===== src/rtl/trap_ctrl.sv =====
// trap_ctrl: machine-mode trap sequencer sitting in front of the CSR file.
//
// Takes ecall / ebreak / illegal-instruction / mret requests from execute,
// writes mcause, mepc and mstatus through three dedicated CSR write ports,
// then holds a PC redirect towards fetch until it is accepted. Younger
// instructions are flushed for as long as a trap is in flight.
//
// Ports:
//   clk, rst                 clock, asynchronous active-high reset
//   trap_valid/trap_ready    request handshake from execute
//   trap_type                00 ecall, 01 ebreak, 10 illegal, 11 mret
//   trap_pc                  PC of the trapping instruction
//   mstatus_in/mtvec_in/mepc_in  current CSR values
//   csr_wen1/addr1/wdata1    mcause write port (0x342)
//   csr_wen2/addr2/wdata2    mepc write port    (0x341)
//   csr_wen3/addr3/wdata3    mstatus write port (0x300)
//   flush                    kill younger in-flight instructions
//   redirect_valid/ready/pc  new-PC request to fetch
//   trap_cnt                 completed trap entries (mret not counted)
module trap_ctrl #(
    parameter logic [31:0] ECALL_CAUSE   = 32'd11,
    parameter logic [31:0] EBREAK_CAUSE  = 32'd3,
    parameter logic [31:0] ILLEGAL_CAUSE = 32'd2,
    parameter int          CNT_W         = 32
) (
    input  logic             clk,
    input  logic             rst,
    input  logic             trap_valid,
    output logic             trap_ready,
    input  logic [1:0]       trap_type,
    input  logic [31:0]      trap_pc,
    input  logic [31:0]      mstatus_in,
    input  logic [31:0]      mtvec_in,
    input  logic [31:0]      mepc_in,
    output logic             csr_wen1,
    output logic [11:0]      csr_addr1,
    output logic [31:0]      csr_wdata1,
    output logic             csr_wen2,
    output logic [11:0]      csr_addr2,
    output logic [31:0]      csr_wdata2,
    output logic             csr_wen3,
    output logic [11:0]      csr_addr3,
    output logic [31:0]      csr_wdata3,
    output logic             flush,
    output logic             redirect_valid,
    output logic [31:0]      redirect_pc,
    input  logic             redirect_ready,
    output logic [CNT_W-1:0] trap_cnt
);

    typedef enum logic [1:0] {
        IDLE     = 2'b00,
        ENTER    = 2'b01,
        RETURN   = 2'b10,
        REDIRECT = 2'b11
    } state_t;

    // Word-aligns a PC; low two bits are forced to zero.
    localparam logic [31:0] ALIGN_MASK = 32'hFFFF_FFFC;

    state_t state_r;

    // mcause value for a trap-entry type.
    function automatic logic [31:0] cause_of(input logic [1:0] t);
        logic [31:0] c;
        case (t)
            2'b00:   c = ECALL_CAUSE;
            2'b01:   c = EBREAK_CAUSE;
            2'b10:   c = ILLEGAL_CAUSE;
            default: c = 32'd0;
        endcase
        return c;
    endfunction

    // mstatus on trap entry: MPIE <- MIE, MIE <- 0, MPP <- M.
    function automatic logic [31:0] enter_mstatus(input logic [31:0] m);
        logic [31:0] r;
        r         = m;
        r[7]      = m[3];
        r[3]      = 1'b0;
        r[12:11]  = 2'b11;
        return r;
    endfunction

    // mstatus on mret: MIE <- MPIE, MPIE <- 1, MPP stays M (M-mode only).
    function automatic logic [31:0] mret_mstatus(input logic [31:0] m);
        logic [31:0] r;
        r         = m;
        r[3]      = m[7];
        r[7]      = 1'b1;
        r[12:11]  = 2'b11;
        return r;
    endfunction

    assign csr_addr1  = 12'h342;
    assign csr_addr2  = 12'h341;
    assign csr_addr3  = 12'h300;
    assign trap_ready = (state_r == IDLE);

    // Sequencer: state plus every registered output. The write enables are
    // loaded on the accepting edge so they are high for exactly the one
    // ENTER/RETURN cycle and are cleared by default on every other edge.
    always_ff @(posedge clk or posedge rst) begin
        if (rst) begin
            state_r        <= IDLE;
            csr_wen1       <= 1'b0;
            csr_wen2       <= 1'b0;
            csr_wen3       <= 1'b0;
            csr_wdata1     <= 32'd0;
            csr_wdata2     <= 32'd0;
            csr_wdata3     <= 32'd0;
            flush          <= 1'b0;
            redirect_valid <= 1'b0;
            redirect_pc    <= 32'd0;
            trap_cnt       <= {CNT_W{1'b0}};
        end else begin
            csr_wen1 <= 1'b0;
            csr_wen2 <= 1'b0;
            csr_wen3 <= 1'b0;
            case (state_r)
                IDLE: begin
                    if (trap_valid) begin
                        flush <= 1'b1;
                        if (trap_type == 2'b11) begin
                            state_r    <= RETURN;
                            csr_wen3   <= 1'b1;
                            csr_wdata3 <= mret_mstatus(mstatus_in);
                        end else begin
                            state_r    <= ENTER;
                            csr_wen1   <= 1'b1;
                            csr_wen2   <= 1'b1;
                            csr_wen3   <= 1'b1;
                            csr_wdata1 <= cause_of(trap_type);
                            csr_wdata2 <= trap_pc & ALIGN_MASK;
                            csr_wdata3 <= enter_mstatus(mstatus_in);
                        end
                    end else begin
                        state_r <= IDLE;
                    end
                end
                ENTER: begin
                    redirect_pc    <= mtvec_in & ALIGN_MASK;
                    redirect_valid <= 1'b1;
                    trap_cnt       <= trap_cnt + {{(CNT_W-1){1'b0}}, 1'b1};
                    state_r        <= REDIRECT;
                end
                RETURN: begin
                    redirect_pc    <= mepc_in & ALIGN_MASK;
                    redirect_valid <= 1'b1;
                    state_r        <= REDIRECT;
                end
                REDIRECT: begin
                    // redirect_pc is left untouched here so it stays stable
                    // for the whole time fetch is back-pressuring.
                    if (redirect_ready) begin
                        redirect_valid <= 1'b0;
                        flush          <= 1'b0;
                        state_r        <= IDLE;
                    end else begin
                        state_r <= REDIRECT;
                    end
                end
                default: begin
                    redirect_valid <= 1'b0;
                    flush          <= 1'b0;
                    state_r        <= IDLE;
                end
            endcase
        end
    end

endmodule

===== config.mk =====
export PLATFORM = sky130hd
export DESIGN_NAME = trap_ctrl
export DESIGN_NICKNAME = d
export VERILOG_FILES = /design/src/rtl/trap_ctrl.sv
export SDC_FILE = /design/constraint.sdc
export NUM_CORES = 1
export LEC_CHECK = 0
export BUFFER_PORTS_ARGS = -buffer_cell sky130_fd_sc_hd__clkbuf_2
export CAP_MARGIN = 20
export CORE_AREA = 2 2 129 131
export DETAILED_ROUTE_END_ITERATION = 7
export DIE_AREA = 0 0 131 133
export PLACE_DENSITY = 0.7
export SLEW_MARGIN = 40
export SYNTH_ARGS = -nofsm -noshare
export SYNTH_HDL_FRONTEND = slang
export SYNTH_SLANG_ARGS = --single-unit

===== constraint.sdc =====
create_clock -name clk -period 4.8 [get_ports clk]
set_input_delay 0 -clock clk [delete_from_list [all_inputs] [get_ports clk]]
set_output_delay 0 -clock clk [all_outputs]
set_load 0.005 [all_outputs]

==> flow_metrics.py <==
metrics = {
    "placed_design": {
        "post_dp_cell_area_um2": 7260,
        "finalWeightedCongestion": 0.776,
        "dp_cells": 956,
        "hpwl_um": 10100,
        "portBuffers": 258,
    },
    "yosys": {
        "synth_fa_ha_area_frac": 0.0125,
        "ys_seq_area_frac": 0.550,
        "synth-xor-area-share": 0.0452,
        "synth_compound_area_frac": 0.0360,
        "synth_top_family_by_area": "multiplexers",
        "yosys.area.top_type": "dfrtp_1",
        "yosys_most_used_dff": "dfrtp_1",
        "synth_cells": 498,
        "synth-async-reset-ratio": 1.00,
        "yosys_warnings": 0,
        "synth_simple_gate_area_frac": 0.0821,
        "synthMuxAreaShare": 0.161,
        "synth_area_um2": 6010,
        "synth_edf_count": 0,
        "yosysUniqueCellTypes": 37,
        "synth_top_cell_area_share": 0.550,
        "synth_area_per_cell_um2": 12.1,
        "synth.area.top_cells": "dfrtp_1, mux2_2, buf_4",
        "synth-seq-cells": 132,
    },
    "floorplanning": {
        "die_w_um": 131,
        "core_area_um2": 16200,
        "rows": 47,
        "initial_utilization": 0.371,
        "die_h_um": 133,
        "io_pins": 336,
        "dieArea_um2": 17400,
    },
    "drt": {
        "via_per_inst": 4.51,
        "drc": 0,
        "detail-route-antenna-nets": 0,
        "routedWlPerCell_um": 14.8,
        "wl_um": 16500,
        "drtPass1Iterations": 4,
        "drt-initial-drc-count": 169,
        "vias": 5019,
    },
    "power": {
        "finalPower_mw": 4.99,
        "power_density_nw_per_um2": 547,
        "leakage_nw": 4.54,
        "ir_worst_vdd_v": 0.000388,
    },
    "sta": {
        "slew_headroom": 0.523,
        "setup_viol": 0,
        "finClkSkew_ns": 0.00838,
        "timing.fmax_mhz": 420,
        "slew_viol_final": 0,
        "finalHoldViolCount": 0,
        "rsz0062_at_grt": "no",
        "tightestPinTransition_ns": 0.716,
        "post-route-min-period_ns": 2.38,
        "timing.final.crit_share": 0.496,
        "tns_ns": 0,
    },
    "critical_path": {
        "crit_type": "reg -> reg",
        "crit_fanout": 20,
        "crit_start": "state_r[0]$_DFF_PP0_",
        "reg2reg_slack_ns": 2.42,
        "required_ns": 5.06,
        "critical_path_depth": 6,
        "rr_endpoint": "redirect_pc[2]$_DFFE_PP0P_",
        "critPathCapture": "redirect_pc[2]$_DFFE_PP0P_",
        "slowest_delay_ns": 0.59,
        "cp.buffers_inverters": 3,
        "cp_slowest_cell": "dlygate4sd3_1",
        "start_kind": "flip-flop",
        "end_kind": "flip-flop",
        "r2r_cells": 6,
        "critPathArrivalTime_ns": 2.64,
        "r2r_start": "state_r[0]$_DFF_PP0_",
        "cp_top_family": "buffers and inverters",
        "path_cells": "inv_1, ha_2, buf_16, mux2i_1, dlygate4sd3_1, a21oi_1",
    },
    "run_status": {
        "status": "finished, final reports clean",
    },
    "clocking": {
        "cts_made_buffers": 17,
        "htree_levels": 4,
        "clk_pin_slew_ns": 0.06,
        "cts_setup_buffers": 0,
        "cts_max_path_buffers": 2,
        "insertion_delay_ns": 0.41,
        "clkSinkCount": 132,
        "cts_tree": "yes",
        "cts_root_buf": "clkbuf_16",
    },
    "layout": {
        "layout.nets": 1021,
        "n_antenna_cell": 0,
        "design_area_um2": 9110,
        "postLayoutCoreUtil": 0.563,
        "fillCellCount": 1322,
        "areaGrowthSynthToFinish_pct": 51.6,
        "layout-drive-gt1-share": 0.405,
        "final_common_cell": "clkbuf_2",
        "final_cell_mix": "clkbuf_2, dfrtp_1, dlygate4sd3_1",
        "fin_cells": 1114,
    },
    "global_routing": {
        "grt_util_all_layers": 0.191,
        "grt_pass1_vias": 5165,
        "grt_max_degree": 83,
        "grt_overflow_total": 0,
        "antenna_found_initial": 0,
        "grt_first_pass_wirelength_um": 25800,
    },
    "run": {
        "drv_cap": 0,
    },
    "min_path": {
        "hp-class": "in -> async",
    },
}
==> how the worst min path moves through the flow <==
stage,end,start,depth (start not counted),slack [ns]
global placement,csr_wdata2[12]$_DFFE_PP0P_,rst,2,0.18
finish,csr_wdata2[5]$_DFFE_PP0P_,rst,3,0.29
global route,csr_wdata3[7]$_DFFE_PP0P_,mstatus_in[3],3,0.35
CTS,redirect_pc[15]$_DFFE_PP0P_,rst,3,0.30
floorplan,csr_wdata1[3]$_DFFE_PP0P_,trap_type[1],1,0.1
detailed placement,csr_wdata2[15]$_DFFE_PP0P_,rst,2,0.19
==> per-layer routing <==
layer | part of all wire | global-route usage | vias up
met1 | 0.37 | 0.217 | 2403
met2 | 0.52 | 0.330 | 265
met3 | 0.071 | 0.0489 | 35
li1 | - | - | 2316
met4 | 0.031 | 0.0910 | 0
met5 | 0 | 0 | -
==> logic make-up (layout without fill, tap and decap cells) <==
| kind of cell | after synthesis | after routing |
|---|---|---|
| DFF | 132 | 132 |
| AOI/OAI and AO/OA | 41 | 41 |
| and+or+nand+nor | 94 | 94 |
| other | 2 | 69 |
| xor gates and xnor gates | 31 | 31 |
| muxes | 89 | 89 |
| buffers and inverters | 103 | 432 |
| adders and majority gates | 6 | 6 |
==> sequential cells by signal, indices dropped and copies added (netlist names) <==
| name | count |
|---|---|
| csr_wdata1 | 3 |
| csr_wdata2 | 30 |
| csr_wdata3 | 31 |
| csr_wen2 | 1 |
| csr_wen3 | 1 |
| flush | 1 |
| redirect_pc | 30 |
| redirect_valid | 1 |
| state_r | 2 |
| trap_cnt | 32 |
==> tightest hold or removal path: cells and delay by family <==
family	cells	cell delay (ns)
buf+inv	3	1.20
==> metrics by stage <==
step,hold slack (ns),setup slack (ns)
after CTS,0.303,2.45
after global routing,0.353,2.28
after global placement,0.185,2.57
after floorplan,0.0982,1.27
final,0.294,2.42
after detailed placement,0.195,2.47
==> cell type report <==
cell class	instances	area, um^2	share of cell area
Clock buffer	18	429	0.0471
Clock inverter	14	154	0.0169
Inverter	12	50.0	0.00549
Multi-Input combinational cell	330	2290	0.252
Sequential cell	132	3300	0.363
Tap cell	220	275	0.0302
Timing Repair Buffer	388	2600	0.286
==> repair_timing <==
item | 4_1_cts | 5_1_grt
hold buffers | 126 | 0
resized for setup | 0 | 0
endpoints found under the hold margin | 178 | 0
==> synth_stat cells (all sizes together) (3+ instances only) <==
master,n
o21ai,6
and4,3
nor2,39
buf,81
clkbuf,10
nor3,9
xnor2,12
nor4,5
xor2,19
nand3,8
a21oi,31
mux2i,30
nand4,5
inv,12
ha,6
dfrtp,132
nand2,15
mux2,59
==> where the power goes <==
| part | leakage, nW | switching [mW] | total [mW] | internal, mW |
|---|---|---|---|---|
| clock network | 0.277 | 0.513 | 1.28 | 0.770 |
| registers | 1.59 | 0.266 | 1.83 | 1.56 |
| logic | 2.67 | 0.896 | 1.87 | 0.977 |
| total | 4.54 | 1.67 | 4.99 | 3.31 |
Power figures use the tool's default switching activity.
